`config.mk`:
```
export PLATFORM = sky130hd
export DESIGN_NAME = sram_bist
export DESIGN_NICKNAME = d
export VERILOG_FILES = /design/src/rtl/sram_bist_pkg.sv /design/src/rtl/sram_bist_rdpipe.sv /design/src/rtl/sram_bist.sv
export SDC_FILE = /design/constraint.sdc
export NUM_CORES = 1
export LEC_CHECK = 0
export BUFFER_PORTS_ARGS = -buffer_cell sky130_fd_sc_hd__buf_2
export CORE_MARGIN = 3
export CORE_UTILIZATION = 47
export DETAILED_ROUTE_END_ITERATION = 8
export MAX_ROUTING_LAYER = met4
export PLACE_DENSITY = 0.68
export SYNTH_ARGS = -nofsm -noshare
export SYNTH_HDL_FRONTEND = slang
export SYNTH_HIERARCHICAL = 1
export SYNTH_SLANG_ARGS = --single-unit
```
`constraint.sdc`:
```
create_clock -name clk -period 3.05 [get_ports clk]
set_input_delay 0.1525 -clock clk [delete_from_list [all_inputs] [get_ports clk]]
set_output_delay 0.1525 -clock clk [all_outputs]
set_load 0.03 [all_outputs]
```
`src/rtl/sram_bist_pkg.sv`:
```
// Shared types and constants for the March C- SRAM BIST block.
// Element helpers describe the March C- sequence so the FSM stays table-like.
package sram_bist_pkg;

    typedef enum logic [3:0] {
        IDLE,
        E0,
        E1,
        E2,
        E3,
        E4,
        E5,
        DRAIN,
        DONE
    } state_t;

    localparam logic [2:0]  CONF_W32 = 3'b000;
    localparam int unsigned NWORDS   = 512;
    localparam int unsigned AW       = 9;
    localparam logic [9:0]  ERR_MAX  = 10'd1023;

    typedef struct packed {
        logic          valid;
        logic [31:0]   data;
        logic [AW-1:0] addr;
        logic [2:0]    elem;
    } rd_tag_t;

    function automatic logic [2:0] elem_idx(input state_t s);
        case (s)
            E1:      return 3'd1;
            E2:      return 3'd2;
            E3:      return 3'd3;
            E4:      return 3'd4;
            E5:      return 3'd5;
            default: return 3'd0;
        endcase
    endfunction

    function automatic logic is_down(input state_t s);
        return (s == E3) || (s == E4);
    endfunction

    // Reads in E2/E4 expect the inverted background; writes in E1/E3 store it.
    function automatic logic rd_inv(input state_t s);
        return (s == E2) || (s == E4);
    endfunction

    function automatic logic wr_inv(input state_t s);
        return (s == E1) || (s == E3);
    endfunction

    function automatic state_t next_elem(input state_t s);
        case (s)
            E0:      return E1;
            E1:      return E2;
            E2:      return E3;
            E3:      return E4;
            E4:      return E5;
            default: return DRAIN;
        endcase
    endfunction

    function automatic logic [AW-1:0] first_addr(input state_t s);
        return is_down(s) ? AW'(NWORDS - 1) : '0;
    endfunction

endpackage

```
`src/rtl/sram_bist_rdpipe.sv`:
```
// Delay line carrying the expected read word, word address and element index
// alongside the SRAM read latency; a valid tag marks slots holding a real read.
module sram_bist_rdpipe
    import sram_bist_pkg::*;
#(
    parameter int unsigned DEPTH = 2
) (
    input  logic          clk,
    input  logic          rstb,
    input  logic          in_valid,
    input  logic [31:0]   in_data,
    input  logic [AW-1:0] in_addr,
    input  logic [2:0]    in_elem,
    output logic          out_valid,
    output logic [31:0]   out_data,
    output logic [AW-1:0] out_addr,
    output logic [2:0]    out_elem
);

    rd_tag_t stage [DEPTH];

    always_ff @(posedge clk) begin
        if (!rstb) begin
            for (int unsigned i = 0; i < DEPTH; i++) begin
                stage[i] <= '0;
            end
        end else begin
            stage[0] <= {in_valid, in_data, in_addr, in_elem};
            for (int unsigned i = 1; i < DEPTH; i++) begin
                stage[i] <= stage[i-1];
            end
        end
    end

    assign out_valid = stage[DEPTH-1].valid;
    assign out_data  = stage[DEPTH-1].data;
    assign out_addr  = stage[DEPTH-1].addr;
    assign out_elem  = stage[DEPTH-1].elem;

endmodule

```
`src/rtl/sram_bist.sv`:
```
// March C- BIST engine for a 512-word x 32-bit SRAM: one access per cycle,
// pipelined read compare, saturating error count and first-failure capture.
module sram_bist
    import sram_bist_pkg::*;
#(
    parameter logic [31:0] PATTERN = 32'h0000_0000,
    parameter int unsigned RD_LAT  = 2,
    parameter int unsigned OUT_REG = 0
) (
    input  logic        clk,
    input  logic        rstb,
    input  logic        start,
    output logic        csb,
    output logic        web,
    output logic [13:0] addr,
    output logic [2:0]  conf,
    output logic        out_reg,
    output logic [31:0] d_fabric_in,
    input  logic [31:0] d_fabric_out,
    output logic        busy,
    output logic        done,
    output logic        pass,
    output logic [9:0]  err_cnt,
    output logic [8:0]  first_err_addr,
    output logic [2:0]  first_err_elem
);

    localparam int unsigned LAT        = RD_LAT + OUT_REG;
    localparam logic [3:0]  DRAIN_LAST = 4'(LAT - 1);
    localparam logic [AW-1:0] TOP_ADDR = AW'(NWORDS - 1);

    state_t        state, state_nxt;
    logic [AW-1:0] addr_q, addr_nxt;
    logic          phase_q, phase_nxt;
    logic [3:0]    drain_cnt, drain_nxt;
    logic [31:0]   wdata_q;

    logic          start_ok;
    logic          op_read;
    logic          step_done;
    logic          last_addr;
    rd_tag_t       pipe_in;

    logic          pipe_valid;
    logic [31:0]   pipe_data;
    logic [AW-1:0] pipe_addr;
    logic [2:0]    pipe_elem;
    logic          mismatch;

    always_ff @(posedge clk) begin
        if (!rstb) begin
            state     <= IDLE;
            addr_q    <= '0;
            phase_q   <= 1'b0;
            drain_cnt <= '0;
            wdata_q   <= '0;
        end else begin
            state     <= state_nxt;
            addr_q    <= addr_nxt;
            phase_q   <= phase_nxt;
            drain_cnt <= drain_nxt;
            wdata_q   <= d_fabric_in;
        end
    end

    always_comb begin
        state_nxt   = state;
        addr_nxt    = addr_q;
        phase_nxt   = phase_q;
        drain_nxt   = drain_cnt;
        start_ok    = 1'b0;
        op_read     = 1'b0;
        step_done   = 1'b0;
        last_addr   = 1'b0;
        csb         = 1'b1;
        web         = 1'b1;
        d_fabric_in = wdata_q;
        pipe_in     = '0;

        case (state)
            IDLE, DONE: begin
                if (start) begin
                    start_ok  = 1'b1;
                    state_nxt = E0;
                    addr_nxt  = '0;
                    phase_nxt = 1'b0;
                end
            end

            E0, E1, E2, E3, E4, E5: begin
                csb = 1'b0;
                // phase_q selects read (0) or write (1) of the same word in r,w elements
                op_read   = (state == E5) || ((state != E0) && !phase_q);
                step_done = (state == E0) || (state == E5) || phase_q;
                last_addr = is_down(state) ? (addr_q == '0) : (addr_q == TOP_ADDR);
                web       = op_read;

                if (!op_read) begin
                    d_fabric_in = wr_inv(state) ? ~PATTERN : PATTERN;
                end

                pipe_in.valid = op_read;
                pipe_in.data  = rd_inv(state) ? ~PATTERN : PATTERN;
                pipe_in.addr  = addr_q;
                pipe_in.elem  = elem_idx(state);

                if (step_done) begin
                    phase_nxt = 1'b0;
                    if (last_addr) begin
                        state_nxt = next_elem(state);
                        addr_nxt  = first_addr(next_elem(state));
                        drain_nxt = '0;
                    end else begin
                        addr_nxt = is_down(state) ? addr_q - 1'b1 : addr_q + 1'b1;
                    end
                end else begin
                    phase_nxt = 1'b1;
                end
            end

            DRAIN: begin
                if (drain_cnt == DRAIN_LAST) begin
                    state_nxt = DONE;
                end else begin
                    drain_nxt = drain_cnt + 1'b1;
                end
            end

            default: begin
                state_nxt = IDLE;
            end
        endcase
    end

    sram_bist_rdpipe #(
        .DEPTH (LAT)
    ) u_rdpipe (
        .clk       (clk),
        .rstb      (rstb),
        .in_valid  (pipe_in.valid),
        .in_data   (pipe_in.data),
        .in_addr   (pipe_in.addr),
        .in_elem   (pipe_in.elem),
        .out_valid (pipe_valid),
        .out_data  (pipe_data),
        .out_addr  (pipe_addr),
        .out_elem  (pipe_elem)
    );

    assign mismatch = pipe_valid && (pipe_data != d_fabric_out);

    // err_cnt never wraps back to zero, so it doubles as the first-failure flag.
    always_ff @(posedge clk) begin
        if (!rstb) begin
            err_cnt        <= '0;
            first_err_addr <= '0;
            first_err_elem <= '0;
        end else if (start_ok) begin
            err_cnt        <= '0;
            first_err_addr <= '0;
            first_err_elem <= '0;
        end else if (mismatch) begin
            if (err_cnt == '0) begin
                first_err_addr <= pipe_addr;
                first_err_elem <= pipe_elem;
            end
            if (err_cnt != ERR_MAX) begin
                err_cnt <= err_cnt + 1'b1;
            end
        end
    end

    assign addr    = {addr_q, 5'b0_0000};
    assign conf    = CONF_W32;
    assign out_reg = (OUT_REG != 0);
    assign busy    = (state != IDLE) && (state != DONE);
    assign done    = (state == DONE);
    assign pass    = done && (err_cnt == '0);

endmodule

```
==> summary.md, run 1 <==
| Metric | Value |
|---|---|
| Outcome | completed |
| Critical Path Sink Type | register |
| Initial Utilization | 0.4848 |
| Sequential fraction of the synthesis area | 0.4782 |
| Iteration count of the initial detailed-routing pass | 4 |
| IO Pins | 112 |
| Cts hold-fix bufs | 0 |
| Tmin final | roughly 2.7 ns |
| Largest net degree at the start of global routing | 71 |
| Finished Cell Area | approximately 7700 um2 |
| DR vias | 4768 |
| TNS Setup | 0 ns |
| Finished Layout Cells | about 950 |
| H-tree Lvls | 4 |
| CTS clk-pin slew, worst paths | roughly 0.060 ns |
| Synth async-reset ratio | 0 |
| Ys Warns | 6 |
| CP Data Arrival Time | between 3 and 4 ns |
| TritonCTS clock tree | done |
| Chip height | ~130 um |
| IO Port Bufs | 102 |
| Filler cells | approximately 1300 |
| DRT iter0 DRCs | 262 |
| Total GRT Usage | 0.1702 |
| Clock buffer count from CTS | 17 |
| Hold Fails Final Rpt | 0 |
| Hpwl dp | roughly 8.9 mm |
| Worst-Margin Slew | 0.6395 ns |
| Ys flop type | dfxtp_1 |
| Maximum clock path buffer count | 2 |
| Leading post-synthesis cells by cell area | dfxtp_1, and2_1, and2_2 |
| Worst Path Class, Setup | reg -> reg |
| Share of cells above drive strength 1 | 0.2668 |
| Post_cts resized | 0 |
| Syn Std Cell Area | between 6000 and 7000 um2 |
| Placer Congestion | roughly 0.86 |
| Die area | 15910 um2 |
| Max-slew violations | 0 |
| Sink Count | approximately 160 |
| Final setup violating endpoints | 0 |
| Final ANT Viol Nets | 0 |
| Root Buffer | clkbuf_16 |
| Register bit total from synthesis | roughly 160 |
| Vias per inst | between 5 and 6 |
| Skew-Pair Late Insertion Delay | roughly 0.42 ns |
| Post-Syn Instances | around 700 |
| Final Skew | between 0.009 and 0.01 ns |
| Nets | 807 |
| Fin crit share | 0.8916 |
| Maximum VDD drop | 0.4161 mV |
| PwrDens | roughly 760 nW/um2 |
| First-pass GRT wire length | around 22 mm |
| FMAX | between 300 and 400 MHz |
| Remaining DRCs | 0 |
| Avg Cell Area, Syn | about 9.6 um2 |
| Cells after DPL | just over 900 |
| Top-count cell post-synth | dfxtp_1 |
| Antenna fix cells | 0 |
| Reg area | around 3200 um2 |
| Multi-input gate area | around 3000 um2 |
| Post-synth EDFFs | 0 |
| RSZ-0062 raised after global routing | false |
| Synth top cells by count | dfxtp_1, and2_1, and2_2, buf_4, xor2_1 |
| Vias in the first global route | between 4000 and 5000 |
| Max-cap violations | 0 |
| Slew margin rel. | 0.5721 |
| Setup bufs post-CTS | 0 |
| Crit-path max FO | 11 |
| Hold/Removal Path Class | in -> reg |
| Initial antenna violation count | 0 |
| Leakage power | approximately 3.7 nW |
| Leading area contributor after synthesis | dfxtp_1 |
| Synth top area share | 0.4782 |
| Detailed Route WL | approximately 13 mm |
| CP Launch Type | register |
| Required time of the worst setup path | roughly 3.4 ns |
| GRT overflow | 0 |
| Core Rows | 43 |
| Area after DPL | 7104 um2 |
| Min Hold Slack | 0.2419 ns |
| Core Region | 13990 um2 |
| Syn-to-layout area delta | 13.41% |
| Routed len/inst | 13.44 um |
| Die extent in x | ~130 um |
| Total Power Consumption | 5.858 mW |
| Netlist cell types | 54 |
==> cells in the final DEF, fill, tap and decap left out, types with 3 or more instances in the layout <==
cell / Yosys / final
or4_1: 6 / 6
xnor2_1: 3 / 3
nand4_1: 7 / 7
conb_1: 1 / 9
ha_1: 12 / 12
and3_1: 4 / 4
a21o_1: 37 / 37
a22o_1: 3 / 3
nor2_1: 26 / 26
nand2_1: 32 / 32
inv_1: 19 / 19
clkbuf_16: 0 / 17
buf_2: 1 / 102
dfxtp_1: 162 / 162
nor3_1: 8 / 7
nor4_1: 13 / 13
or3_1: 3 / 3
buf_4: 53 / 13
and2_2: 53 / 53
o21ai_0: 23 / 23
nand3_1: 23 / 23
o31ai_1: 6 / 6
xor2_1: 38 / 38
a21oi_1: 21 / 20
clkinv_2: 0 / 4
o211a_1: 3 / 3
and2_1: 77 / 77
==> metrics by stage <==
stage / utilization / worst slack (ns)
final: 0.5498 / 0.3306
after global routing: 0.5498 / 0.1036
after CTS: 0.5498 / 0.3610
after detailed placement: 0.5079 / 0.3574
after global placement: 0.5079 / 0.4564
after floorplan: - / 0.5613
==> logic make-up (layout without fill, tap and decap cells) <==
group | count (synthesis) | count (layout) | share of synthesized area
simple gates | 264 | 264 | 0.2317
flops | 162 | 162 | 0.4782
compound gates | 113 | 113 | 0.1137
buf+inv | 105 | 166 | 0.09151
xor+xnor | 41 | 41 | 0.05295
fa+ha+maj | 13 | 13 | 0.02509
mux | 4 | 4 | 0.006273
other cells | 1 | 9 | 0.0005530
==> area by class of cell <==
cell class	count	area share
flip-flops and latches	162	0.4217
multi-input cells	444	0.3844
repair buffers	115	0.07906
clock buffers	20	0.05938
well taps	180	0.02928
clock inverters	12	0.01692
inverters	19	0.009273
==> path summary, 6_finish.rpt <==
check	from	to	slack, ns	depth (start not counted)
worst min register to register	u_rdpipe/stage[0][42]	u_rdpipe/stage[0][87]	0.43	1
worst max-delay path	state[1]	addr_q[8]	0.33	9
worst min-delay path	start	state[3]	0.24	4
worst max register to register	state[1]	addr_q[8]	0.33	9
==> metal layers <==
metal	GRT usage	vias up	wire length, um
met2	0.2623	150	5922
met3	0.03732	21	691
met1	0.2172	2188	5879
met4	0.07129	0	300
li1	-	2409	-
met5	-	-	0
==> critical path, stage by stage (launching register included) <==
cell	delay, ns
dfxtp_1	0.35
nor3b_4	0.53
inv_1	0.17
fa_1	0.43
inv_1	0.07
a21o_1	0.14
a211oi_1	0.09
or4_1	0.54
a211o_1	0.27
nand3_1	0.08
==> state kept, by name (all words and copies together) (netlist names) <==
signal / count
u_rdpipe/stage: 90
err_cnt: 10
wdata_q: 32
first_err_addr: 9
drain_cnt: 4
phase_q: 1
first_err_elem: 3
addr_q: 9
state: 4
==> report_power, final <==
| group | total [mW] | internal (mW) | switching (mW) |
|---|---|---|---|
| clock | 2.08 | 1.25 | 0.826 |
| combinational | 1.42 | 0.462 | 0.959 |
| sequential | 2.36 | 2.27 | 0.0931 |
Power figures use the tool's default switching activity.
==> inputs of run 2 (changes only) <==
==> constraint.sdc (replaced) <==
create_clock -name clk -period 2.75 [get_ports clk]
set_input_delay 0.1375 -clock clk [delete_from_list [all_inputs] [get_ports clk]]
set_output_delay 0.1375 -clock clk [all_outputs]
set_load 0.03 [all_outputs]
==> summary.md, run 2 (same netlist as run 1, synthesis figures left out) <==
| Metric | Value |
|---|---|
| Outcome | completed (unchanged) |
| Slowest stage delay, CP | 0.38 ns (was 0.54 ns) |
| Syn-to-layout area delta | 14.23% (was 13.41%) |
| Root Buffer | clkbuf_16 (unchanged) |
| Hold/Removal Path Class | in -> reg (unchanged) |
| FMAX | 410.1 MHz |
| Cells after DPL | 924 (was 920) |
| CP Data Arrival Time | 2.30 ns (was 3.07 ns) |
| CP Launch Type | register (unchanged) |
| Final Skew | 0.008402 ns (was 0.009005 ns) |
| Clock buffer count from CTS | 17 (unchanged) |
| Fin crit share | 0.8867 |
| Nets | 811 (was 807) |
| Skew-Pair Late Insertion Delay | 0.42 ns (about the same) |
| Total GRT Usage | 0.1723 (was 0.1702) |
| Crit-path max FO | 32 (was 11) |
| Cell mode on critical path | buf_4 (was inv_1) |
| Final setup margin | 0.3114 ns (was 0.3306 ns) |
| TritonCTS clock tree | done (unchanged) |
| Placer Congestion | 0.8713 (was 0.8567) |
| First-pass GRT wire length | 21.94 mm (was 21.63 mm) |
| Setup bufs post-CTS | 0 (unchanged) |
| Multi-input gate area | 2957 um2 (unchanged) |
| Crit-path slowest cell | dfxtp_1 (was or4_1) |
| Psw | 2.120 mW (was 1.878 mW) |
| Final ANT Viol Nets | 0 (unchanged) |
| Critical Path Sink Type | output port (was register) |
| Largest regs | u_rdpipe/stage: 90 flops, wdata_q: 32 flops, err_cnt: 10 flops (unchanged) |
| Hold Fails Final Rpt | 0 (unchanged) |
| Register bank with the most flops | u_rdpipe/stage (unchanged) |
| Iteration count of the initial detailed-routing pass | 4 (unchanged) |
| Area after DPL | 7134 um2 (was 7104 um2) |
| Core Region | 13990 um2 (unchanged) |
| Clock share of power | 0.365 (was 0.354) |
| Share of cells above drive strength 1 | 0.2710 (was 0.2668) |
| Post_cts resized | 0 (unchanged) |
| IO Pins | 112 (unchanged) |
| Tmin final | between 2 and 2.5 ns |
| Die extent in x | 126.1 um (unchanged) |
| Largest net degree at the start of global routing | 73 (was 71) |
| Required time of the worst setup path | 2.61 ns (was 3.40 ns) |
| Final setup violating endpoints | 0 (unchanged) |
| Detailed Route WL | 12.64 mm (was 12.79 mm) |
| Routed len/inst | 13.24 um (was 13.44 um) |
| Worst-Margin Slew | 0.6390 ns (was 0.6395 ns) |
| Combinational fraction of design power | 0.242 (was 0.243) |
| RSZ-0062 raised after global routing | false (unchanged) |
| Maximum VDD drop | 0.7442 mV (was 0.4161 mV) |
| Initial antenna violation count | 0 (unchanged) |
| TNS Setup | 0 ns (unchanged) |
| CTS clk-pin slew, worst paths | 0.07 ns (was 0.06 ns) |
| Antenna fix cells | 0 (unchanged) |
| Commonest cells after routing, fill and taps aside | dfxtp_1, buf_2, and2_1, and2_2, xor2_1 (unchanged) |
| Filler cells | 1256 (was 1270) |
| Finished Cell Area | 7746 um2 (was 7691 um2) |
| Max-slew violations | 0 (unchanged) |
| Final core occ | 0.5538 (was 0.5498) |
| DRT iter0 DRCs | 237 (was 262) |
| Hpwl dp | 8.778 mm (was 8.925 mm) |
| Vias in the first global route | 4718 (was 4518) |
| DR vias | 4720 (was 4768) |
| Crit-path cells | buf_4, nor2b_1, nand2_1, o21ai_0, and4_1, buf_4, a21o_1, buf_2 (was nor3b_4, inv_1, fa_1, inv_1, a21o_1, a211oi_1, or4_1, a211o_1, nand3_1) |
| PwrDens | 856.7 nW/um2 (was 761.7 nW/um2) |
| Worst Path Class, Setup | reg -> out (was reg -> reg) |
| Leakage power | 3.758 nW (was 3.733 nW) |
| Sink Count | 162 (unchanged) |
| Die area | 15910 um2 (unchanged) |
| Cts hold-fix bufs | 0 (unchanged) |
| GRT overflow | 0 (unchanged) |
| Vias per inst | 4.942 (was 5.008) |
| Internal Power | 4.516 mW (was 3.980 mW) |
| Reg area | 3243 um2 (unchanged) |
| Initial Utilization | 0.4848 (unchanged) |
| Switching Share | 0.3195 (was 0.3207) |
| Chip height | 126.1 um (unchanged) |
| Max reg flops | 90 (unchanged) |
| Remaining DRCs | 0 (unchanged) |
| Slew margin rel. | 0.5724 (was 0.5721) |
| Internal reg-to-reg setup slack | 0.35 ns (was 0.33 ns) |
| Max-cap violations | 0 (unchanged) |
| Commonest non-fill, non-tap cell in the layout | dfxtp_1 (unchanged) |
| Dpl ws | 0.3554 ns (was 0.3574 ns) |
| Finished Layout Cells | 955 (was 952) |
| Core Rows | 43 (unchanged) |
| Maximum clock path buffer count | 2 (unchanged) |
| Seq pwr share | 0.394 (was 0.403) |
| IO Port Bufs | 102 (unchanged) |
| H-tree Lvls | 4 (unchanged) |
-- run 2: cell count changes in the layout (fill, tap and decap cells not counted), sizes merged --
cell,previous run,this run
clkbuf,20,18
bufinv,2,3
buf,115,119
clkinv,6,1
inv,21,25
clkinvlp,2,3
-- run 2: layout make-up --
| type | count | area share |
|---|---|---|
| Clock inverter | 13 | 0.02229 |
| Tap cell | 180 | 0.02907 |
| Sequential cell | 162 | 0.4187 |
| Clock buffer | 18 | 0.05670 |
| Timing Repair Buffer | 119 | 0.08238 |
| Inverter | 19 | 0.009207 |
| Multi-Input combinational cell | 444 | 0.3817 |
-- run 2: stage by stage --
| stage | hold slack (ns) | power, mW |
|---|---|---|
| after floorplan | 0.3330 | 3.839 |
| after global placement | 0.4149 | 4.226 |
| after detailed placement | 0.4206 | 4.265 |
| after CTS | 0.1448 | 6.716 |
| after global routing | 0.1925 | 6.986 |
| final | 0.1633 | 6.636 |
-- run 2: worst paths after layout --
check                                              to             startpoint  depth (start not counted)
worst max-delay path                  d_fabric_in[18]               state[1]                          8
worst min-delay path                        addr_q[0]                   rstb                          2
worst max register to register              addr_q[7]               state[1]                          9
worst min register to register  u_rdpipe/stage[0][71]  u_rdpipe/stage[0][26]                          1
-- run 2: power groups by stage --
| stage | clock [mW] | sequential (mW) | combinational (mW) |
|---|---|---|---|
| after floorplan | 0 | 2.64 | 1.19 |
| after global placement | 0 | 2.66 | 1.57 |
| after detailed placement | 0 | 2.67 | 1.60 |
| after CTS | 2.49 | 2.61 | 1.61 |
| after global routing | 2.59 | 2.63 | 1.77 |
| final | 2.42 | 2.61 | 1.60 |
-- run 2: metal layers --
layer,part of all wire,GRT usage,vias to the layer above
li1,-,-,2413
met1,0.46,0.2129,2153
met2,0.46,0.2613,134
met3,0.062,0.05598,20
met4,0.023,0.07003,0
met5,0,-,-
-- run 2: worst max-delay path: cells and delay by family (launching register included) --
family / cells / cell delay [ns]
AO/OA/AOI/OAI: 2 / 0.26
buffers and inverters: 3 / 0.75
flip-flops: 1 / 0.38
AND/OR/NAND/NOR: 3 / 0.48
